<file path="config.mk">
export PLATFORM = sky130hd
export DESIGN_NAME = instr_aligner
export DESIGN_NICKNAME = d
export VERILOG_FILES = /design/src/rtl/instr_aligner_pkg.sv /design/src/rtl/instr_aligner.sv
export SDC_FILE = /design/constraint.sdc
export NUM_CORES = 1
export LEC_CHECK = 0
export CORE_MARGIN = 2
export CORE_UTILIZATION = 45
export DETAILED_ROUTE_END_ITERATION = 7
export GPL_TIMING_DRIVEN = 1
export PLACE_DENSITY_LB_ADDON = 0.25
export SYNTH_ARGS = -nofsm -noshare
export SYNTH_HDL_FRONTEND = slang
export SYNTH_SLANG_ARGS = --single-unit
</file>
<file path="constraint.sdc">
create_clock -name clk -period 4.45 [get_ports clk]
set_input_delay 0.6675 -clock clk [delete_from_list [all_inputs] [get_ports clk]]
set_output_delay 0.6675 -clock clk [all_outputs]
set_load 0.01 [all_outputs]
</file>
<file path="src/rtl/instr_aligner_pkg.sv">
// Shared definitions for the fetch alignment stage and the decompressor.
//   OPC_QUAD_32   : low two bits that mark a full-width (32-bit) instruction
//   INST_W/HALF_W : instruction word and halfword widths
//   is_compressed : true when a halfword starts a 16-bit instruction
package instr_aligner_pkg;

    localparam logic [1:0] OPC_QUAD_32 = 2'b11;
    localparam int         INST_W      = 32;
    localparam int         HALF_W      = 16;

    function automatic logic is_compressed(input logic [HALF_W-1:0] half);
        return half[1:0] != OPC_QUAD_32;
    endfunction

endpackage

</file>
<file path="src/rtl/instr_aligner.sv">
// Fetch-side alignment stage, directly upstream of the decompressor.
// Splits word-aligned 32-bit fetch data into 16/32-bit instructions, which
// may straddle word boundaries, and tags each with its PC and a compressed flag.
//
// Optional feature macro: INSTR_ALIGNER_COMPRESSED_EN
//   defined   : halfword hold/skip logic, halfword-aligned redirects
//   undefined : every fetched word is emitted as-is, inst_compressed tied 0
//
// Ports:
//   clk, rst                      clock, synchronous active-high reset
//   redirect_valid, redirect_pc   flush and refetch from redirect_pc
//   fetch_addr                    word address of the word expected on fetch_data
//   fetch_valid, fetch_data       memory response for fetch_addr
//   fetch_ready                   aligner accepts fetch_data this cycle
//   inst_valid, inst_ready        output handshake
//   inst_data, inst_pc            instruction (16-bit zero-extended) and its PC
//   inst_compressed               inst_data[1:0] != 2'b11
module instr_aligner
    import instr_aligner_pkg::*;
#(
    parameter logic [31:0] RESET_PC = 32'h0000_0000
) (
    input  logic              clk,
    input  logic              rst,
    input  logic              redirect_valid,
    input  logic [31:0]       redirect_pc,
    output logic [31:0]       fetch_addr,
    input  logic              fetch_valid,
    input  logic [INST_W-1:0] fetch_data,
    output logic              fetch_ready,
    output logic              inst_valid,
    input  logic              inst_ready,
    output logic [INST_W-1:0] inst_data,
    output logic [31:0]       inst_pc,
    output logic              inst_compressed
);

    logic              r_inst_valid;
    logic [INST_W-1:0] r_inst_data;
    logic [31:0]       r_inst_pc;
    logic [31:0]       r_fetch_addr;

    logic w_slot_free;
    logic w_fetch_hs;
    logic w_unused;

    assign w_slot_free = !r_inst_valid || inst_ready;
    assign w_fetch_hs  = fetch_valid && fetch_ready;

    assign fetch_addr = r_fetch_addr;
    assign inst_valid = r_inst_valid;
    assign inst_data  = r_inst_data;
    assign inst_pc    = r_inst_pc;

`ifdef INSTR_ALIGNER_COMPRESSED_EN
    logic              r_hold_valid;
    logic [HALF_W-1:0] r_hold_half;
    logic [31:0]       r_hold_pc;
    logic              r_skip;
    logic              r_inst_comp;
    logic              w_hold_comp;

    assign w_hold_comp     = r_hold_valid && is_compressed(r_hold_half);
    // A held 16-bit instruction is emitted without consuming a fetch word.
    assign fetch_ready     = w_slot_free && !redirect_valid && !w_hold_comp;
    assign inst_compressed = r_inst_comp;
    assign w_unused        = redirect_pc[0];

    always_ff @(posedge clk) begin
        if (rst) begin
            r_inst_valid <= 1'b0;
            r_inst_data  <= '0;
            r_inst_pc    <= '0;
            r_inst_comp  <= 1'b0;
            r_fetch_addr <= {RESET_PC[31:2], 2'b00};
            r_hold_valid <= 1'b0;
            r_hold_half  <= '0;
            r_hold_pc    <= '0;
            r_skip       <= RESET_PC[1];
        end else if (redirect_valid) begin
            r_inst_valid <= 1'b0;
            r_hold_valid <= 1'b0;
            r_fetch_addr <= {redirect_pc[31:2], 2'b00};
            r_skip       <= redirect_pc[1];
        end else if (w_slot_free) begin
            r_inst_valid <= 1'b0;
            if (w_hold_comp) begin
                r_inst_valid <= 1'b1;
                r_inst_data  <= {16'b0, r_hold_half};
                r_inst_pc    <= r_hold_pc;
                r_inst_comp  <= 1'b1;
                r_hold_valid <= 1'b0;
            end else if (w_fetch_hs) begin
                r_fetch_addr <= r_fetch_addr + 32'd4;
                // Upper half is retained by default; only a fully aligned
                // 32-bit instruction leaves the hold empty.
                r_hold_valid <= 1'b1;
                r_hold_half  <= fetch_data[31:16];
                r_hold_pc    <= r_fetch_addr + 32'd2;
                if (r_hold_valid) begin
                    // Straddling 32-bit instruction: held half is the low half.
                    r_inst_valid <= 1'b1;
                    r_inst_data  <= {fetch_data[15:0], r_hold_half};
                    r_inst_pc    <= r_hold_pc;
                    r_inst_comp  <= 1'b0;
                end else if (r_skip) begin
                    r_skip <= 1'b0;
                end else if (is_compressed(fetch_data[15:0])) begin
                    r_inst_valid <= 1'b1;
                    r_inst_data  <= {16'b0, fetch_data[15:0]};
                    r_inst_pc    <= r_fetch_addr;
                    r_inst_comp  <= 1'b1;
                end else begin
                    r_inst_valid <= 1'b1;
                    r_inst_data  <= fetch_data;
                    r_inst_pc    <= r_fetch_addr;
                    r_inst_comp  <= 1'b0;
                    r_hold_valid <= 1'b0;
                end
            end
        end
    end
`else
    assign fetch_ready     = w_slot_free && !redirect_valid;
    assign inst_compressed = 1'b0;
    assign w_unused        = ^redirect_pc[1:0];

    always_ff @(posedge clk) begin
        if (rst) begin
            r_inst_valid <= 1'b0;
            r_inst_data  <= '0;
            r_inst_pc    <= '0;
            r_fetch_addr <= {RESET_PC[31:2], 2'b00};
        end else if (redirect_valid) begin
            r_inst_valid <= 1'b0;
            r_fetch_addr <= {redirect_pc[31:2], 2'b00};
        end else if (w_slot_free) begin
            r_inst_valid <= w_fetch_hs;
            if (w_fetch_hs) begin
                r_inst_data  <= fetch_data;
                r_inst_pc    <= r_fetch_addr;
                r_fetch_addr <= r_fetch_addr + 32'd4;
            end
        end
    end
`endif

endmodule

</file>
==> metrics.md, run 1 <==
| Metric | Value |
|---|---|
| Status | completed |
| Top cells by count, synth | nand2_1 (150), dfxtp_1 (93), a21oi_1 (77) |
| Residual DRC count | 0 |
| Die area | 0.00948 sq mm |
| Unrepaired setup endpoints after global routing | no |
| Fillers | 748 |
| First-pass GRT wire length | 18300 microns |
| Crit-path leading delay family | buffers and inverters |
| Part of the power in the clock network | 0.316 |
| Required time worst endpoint | 3.78 ns |
| Slew headroom | 0.341 |
| Worst Hold Class | register to register |
| Vias/cell | 5.28 |
| Clock Path Buffers | 2 |
| Final core occ | 0.670 |
| Kind of critical path | input port to output pin |
| Count leader, synth | nand2_1 |
| Syn Area/Cell | 7.89 sq um |
| Reg clk slew, reported paths | 0.10 ns |
| Largest net degree at the start of global routing | 96 |
| Post-synth EDFFs | 0 |
| Mux share of post-synthesis cell area | 0.0105 |
| Root Driver | clkbuf_8 |
| FFs w/ async S/R, synth | 0 |
| DRT iter0 DRCs | 206 |
| WL/cell | 14.9 microns |
| Chip Height | 97.4 microns |
| Max incr delay on CP | 0.70 ns |
| DRT antenna net count | 0 |
| Min-delay src | inst_data[21] |
| Largest area contributor in the netlist | dfxtp_1 |
| Maximum vdd drop | 0.158 mV |
| DRT Pass-1 Iters | 4 |
| P_sw | 0.470 mW |
| Unique masters post-synth | 46 |
| Setup_tns | 0 ns |
| Post-Synth Simple-Gate Area | 0.268 |
| DR vias | 3973 |
| Area growth from synthesis to layout | 46.7% |
| R2R depth | 5 |
| Vias in the first global route | 3826 |
| Synth Flop Type | dfxtp_1 |
| Synth top area share | 0.474 |
| CP Capture Type | output pin |
| Register area share after synthesis | 0.474 |
| Crit. path cell count | 4 |
| Ant diodes | 0 |
| Core Region | 0.00859 sq mm |
| Final setup fails | 0 |
| Worst-margin pin slew | 0.988 ns |
| Synthesized flop and latch total | 93 |
| Slowest cell on the critical path | clkdlybuf4s50_1 |
| Synth Area in Compound Gates | 0.151 |
| Sw Ratio | 0.271 |
| Crit path launch type | input port |
| Layout cells sized above 1 | 0.0543 |
| Hold_buf cts | 0 |
| Most used cell, CP | clkdlybuf4s50_1 |
| Setup bufs post-CTS | 0 |
| Hold depth | 2 |
| Tot GR Track Use | 0.235 |
| Cell Rows | 34 |
| Int Pwr | 1.26 mW |
| Main combinational cell family by area after synthesis | simple AND/OR/NAND/NOR gates |
| Die W | 97.4 microns |
| Syn. warnings | 0 |
| Post-Route WL | 11200 microns |
| Clock skew | 0.0134 ns |
| Max Cap Viol | 0 |
| LEAKAGE | 1.97 nW |
| Area contributors post-synth | dfxtp_1 (47%), nand2_1 (14%), a21oi_1 (9.8%) |
| Clk sinks | 93 |
| Final nets | 710 |
| Post-CTS sizing | 0 |
| Reg2reg start | fetch_addr[12] |
| Post-synthesis cell count | 497 |
| IO Port Bufs | 160 |
| CTS tree | built |
| Antenna violations before repair | 0 |
| Initial Util | 0.457 |
| Power Dens Cells | 301 mW/mm^2 |
| Total CTS buffers | 9 |
| H-tree depth | 3 |
| Sequential cell fraction of total power | 0.526 |
| # IOs | 168 |
| Adder-Cell Fraction of Synth Area | 0.00319 |
| Final period util | 0.684 |
| Largest fanout on the critical path | 13 |
| Crit path DAT | 2.38 ns |
| Critical Path Source | redirect_valid |
| Max-slew violations | 0 |
| Post-DP HPWL | 7830 microns |
| Grt ovf | 0 |
| Power Total | 1.73 mW |
| Worst skew pair latency | 0.36 ns |
| XOR/XNOR Fraction of Synth Area | 0.0446 |
| Routability cong. | 0.805 |
| WP buf/inv | 3 |
| Critical Path, Cell by Cell | clkdlybuf4s50_1 -> buf_4 -> nor2_1 -> clkdlybuf4s50_1 |
| Final hold vios | 0 |
| Comb pwr share | 0.158 |
| Peak Freq | 328 MHz |
| Synthesized area | 0.00392 sq mm |
| Tmin final | 3.05 ns |
[area by class of cell]
| class | count | area (sq um) | share of cell area |
|---|---|---|---|
| clock buffer | 11 | 151 | 0.0263 |
| multi-input combinational | 365 | 1900 | 0.330 |
| inverter | 5 | 18.8 | 0.00326 |
| tap | 108 | 135 | 0.0235 |
| sequential | 93 | 1860 | 0.323 |
| clock inverter | 5 | 43.8 | 0.00761 |
| timing repair buffer | 166 | 1640 | 0.286 |
[path summary, 6_finish.rpt]
check / to / slack (ns)
setup / recovery: fetch_ready / 1.40
hold / removal: inst_data[21] / 0.46
setup reg to reg: fetch_addr[25] / 2.23
hold reg to reg: inst_data[21] / 0.46
[layout by cell type, fill, tap and decap left out, drive strengths merged, types with 2 or more instances in the layout]
cell type and count:
and3 2, or4 2, o211ai 2, nand3 11, xnor2 13, o21ai 8
inv 6, clkinv 4, mux2i 3, a211oi 11, clkbuf 11, o21a 3
xor2 7, a21oi 77, conb 5, and4 6, buf 7, nand2 150
o22ai 3, dfxtp 93, nor2 18, clkdlybuf4s50 159, nor4 8, nor3 10
nand4 15
[per-layer routing]
layer / GRT usage / wire length [microns] / vias to the layer above
met3: 0.0885 / 1010 / 12
met2: 0.385 / 5480 / 138
met5: 0 / 0 / -
met4: 0.0833 / 165 / 0
met1: 0.283 / 4550 / 1858
li1: - / - / 1965
[metrics by stage]
| stage | hold WS (ns) | instance area [sq um] | worst slack [ns] | cells |
|---|---|---|---|---|
| after floorplan | 0.481 | 3940 | 2.44 | 501 |
| after global placement | 0.441 | 5560 | 1.41 | 737 |
| after detailed placement | 0.447 | 5560 | 1.41 | 737 |
| after CTS | 0.461 | 5760 | 1.41 | 753 |
| after global routing | 0.478 | 5760 | 1.36 | 753 |
| final | 0.457 | 5760 | 1.40 | 753 |
[worst min-delay path, cell delays in order (launching register included)]
cell	delay [ns]
dfxtp_1	0.32
nand2_1	0.05
a21oi_1	0.05
[power by group through the flow]
stage / logic [mW] / registers (mW) / clock network [mW]
2_1_floorplan: 0.101 / 0.940 / 0
3_3_place_gp: 0.269 / 0.928 / 0
3_5_place_dp: 0.273 / 0.930 / 0
4_1_cts: 0.275 / 0.911 / 0.562
5_1_grt: 0.298 / 0.918 / 0.596
6_report: 0.273 / 0.912 / 0.548
[logic make-up (layout without fill, tap and decap cells)]
kind of cell    Yosys count  in the layout
simple gates            229            229
buf+inv                  43            187
other cells               1              5
flops                    93             93
fa+ha+maj                 1              1
compound gates          106            106
mux                       4              4
xor+xnor                 20             20
[state kept, by name (all words and copies together), names as in the netlist]
name / cells
inst_pc: 30
inst_valid: 1
inst_data: 32
fetch_addr: 30
Note: power is estimated with default switching activity, not from simulation.
==> inputs of run 2 (changes only) <==
--- a/config.mk
+++ b/config.mk
@@ -6,7 +6,7 @@
 export NUM_CORES = 1
 export LEC_CHECK = 0
 export CORE_MARGIN = 2
-export CORE_UTILIZATION = 45
+export CORE_UTILIZATION = 42
 export DETAILED_ROUTE_END_ITERATION = 7
 export GPL_TIMING_DRIVEN = 1
 export PLACE_DENSITY_LB_ADDON = 0.25
==> constraint.sdc (replaced) <==
create_clock -name clk -period 2.9 [get_ports clk]
set_input_delay 0.435 -clock clk [delete_from_list [all_inputs] [get_ports clk]]
set_output_delay 0.435 -clock clk [all_outputs]
set_load 0.01 [all_outputs]
==> run 2 against run 1 <==
Effect of this change:
- sequential cell count did not move
- die area grew 6.8%
- clock skew shrank 0.0047 ns
- cell area is 0.63% higher
- critical endpoint unchanged
- register-to-register slack worse by 1.5 ns
==> metrics.md, run 2 (synthesis results as in run 1) <==
| Metric | Value |
|---|---|
| Status | completed |
| P_sw | 0.716 mW |
| Setup bufs post-CTS | 0 |
| Chip Height | 101 microns |
| Post-DP HPWL | 7880 microns |
| Fillers | 814 |
| Kind of critical path | input port to output pin |
| Crit path DAT | 1.88 ns |
| Reg clk slew, reported paths | 0.09 ns |
| Residual DRC count | 0 |
| Peak Freq | 432 MHz |
| DR vias | 3946 |
| Int Pwr | 1.99 mW |
| Worst Hold Class | register to register |
| Comb pwr share | 0.157 |
| Part of the power in the clock network | 0.327 |
| Max reg flops | 32 |
| Worst skew pair latency | 0.36 ns |
| Root Driver | clkbuf_8 |
| Initial Util | 0.429 |
| Maximum vdd drop | 0.248 mV |
| Tot GR Track Use | 0.222 |
| Largest fanout on the critical path | 12 |
| Post-Route WL | 11300 microns |
| First-pass GRT wire length | 18000 microns |
| Power Dens Cells | 468 mW/mm^2 |
| Largest net degree at the start of global routing | 96 |
| Area occupied by multi-input gates | 0.00190 sq mm |
| Clk sinks | 93 |
| Final period util | 0.798 |
| Final nets | 714 |
| Max Cap Viol | 0 |
| Reg2reg start | fetch_addr[13] |
| DRT Pass-1 Iters | 4 |
| R2R depth | 5 |
| CTS tree | built |
| Unrepaired setup endpoints after global routing | no |
| Commonest non-fill, non-tap cell in the layout | clkdlybuf4s50_1 |
| Register area | 0.00186 sq mm |
| R2r endpoint | fetch_addr[25] |
| Cell Rows | 35 |
| R2r setup slk | 0.74 ns |
| LEAKAGE | 1.98 nW |
| Required time worst endpoint | 2.47 ns |
| Core Region | 0.00915 sq mm |
| Slew headroom | 0.342 |
| Sequential cell fraction of total power | 0.515 |
| Hold_buf cts | 0 |
| DRT antenna net count | 0 |
| Die area | 0.0101 sq mm |
| Setup_tns | 0 ns |
| Final setup fails | 0 |
| Routability cong. | 0.835 |
| Layout cells sized above 1 | 0.0586 |
| # IOs | 168 |
| Clock Path Buffers | 2 |
| Min-delay src | inst_data[19] |
| Crit path launch type | input port |
| Sw Ratio | 0.264 |
| Hold Path Sink | inst_data[19] |
| Setup ws final | 0.586 ns |
| Hold depth | 2 |
| Tmin final | 2.31 ns |
| Max-slew violations | 0 |
| Final hold vios | 0 |
| Vias in the first global route | 3602 |
| H-tree depth | 3 |
| Total CTS buffers | 9 |
| CP Capture Type | output pin |
| Vias/cell | 5.20 |
| Clock skew | 0.00869 ns |
| Post-CTS sizing | 0 |
| Grt ovf | 0 |
| Die W | 101 microns |
| DRT iter0 DRCs | 198 |
| IO Port Bufs | 160 |
| Most frequent cells in the layout | clkdlybuf4s50_1 (159), nand2_1 (150), dfxtp_1 (93) |
| Placement Setup Slack | 0.489 ns |
| Worst-margin pin slew | 0.987 ns |
| WL/cell | 14.9 microns |
| Antenna violations before repair | 0 |
| Ant diodes | 0 |
| Area growth from synthesis to layout | 47.6% |
run 2: power by group through the flow:
stage          Sequential, mW  Combinational (mW)  Clock [mW]
3_5_place_dp             1.43               0.427           0
2_1_floorplan            1.44               0.154           0
6_report                 1.40               0.427       0.887
3_3_place_gp             1.42               0.420           0
5_1_grt                  1.41               0.463       0.957
4_1_cts                  1.40               0.430       0.902
run 2: critical path, cell delays in order:
cell and delay (ns):
clkdlybuf4s50_1 0.68, nor2_1 0.20, clkdlybuf4s50_1 0.56
run 2: metrics by stage:
stage | power, mW | area, sq um | utilization | instances | hold WS [ns]
after global placement | 1.84 | 5590 | 0.611 | 744 | 0.441
after detailed placement | 1.85 | 5590 | 0.611 | 744 | 0.447
after floorplan | 1.60 | 3940 | - | 501 | 0.481
final | 2.71 | 5790 | 0.633 | 759 | 0.458
after global routing | 2.83 | 5790 | 0.633 | 759 | 0.477
after CTS | 2.73 | 5790 | 0.633 | 759 | 0.460
run 2: area by class of cell:
cell class / instances / share of cell area
inverters: 5 / 0.00324
repair buffers: 170 / 0.289
well taps: 111 / 0.0240
multi-input cells: 365 / 0.328
flip-flops and latches: 93 / 0.321
clock inverters: 5 / 0.0104
clock buffers: 10 / 0.0238
run 2: worst max path at each step:
| stage | cells past startpoint | from | end |
|---|---|---|---|
| 3_3_place_gp | 6 | inst_ready | fetch_addr[30] |
| 5_1_grt | 4 | inst_ready | fetch_ready |
| 3_5_place_dp | 6 | inst_ready | fetch_addr[24] |
| 2_1_floorplan | 6 | fetch_addr[6] | fetch_addr[31] |
| 4_1_cts | 3 | redirect_valid | fetch_ready |
| 6_report | 3 | redirect_valid | fetch_ready |
run 2: per-layer routing:
| layer | global-route usage | vias up | routed length [microns] |
|---|---|---|---|
| li1 | - | 1973 | - |
| met3 | 0.0798 | 15 | 886 |
| met5 | 0 | - | 0 |
| met1 | 0.291 | 1840 | 4950 |
| met4 | 0.0601 | 0 | 168 |
| met2 | 0.348 | 118 | 5280 |
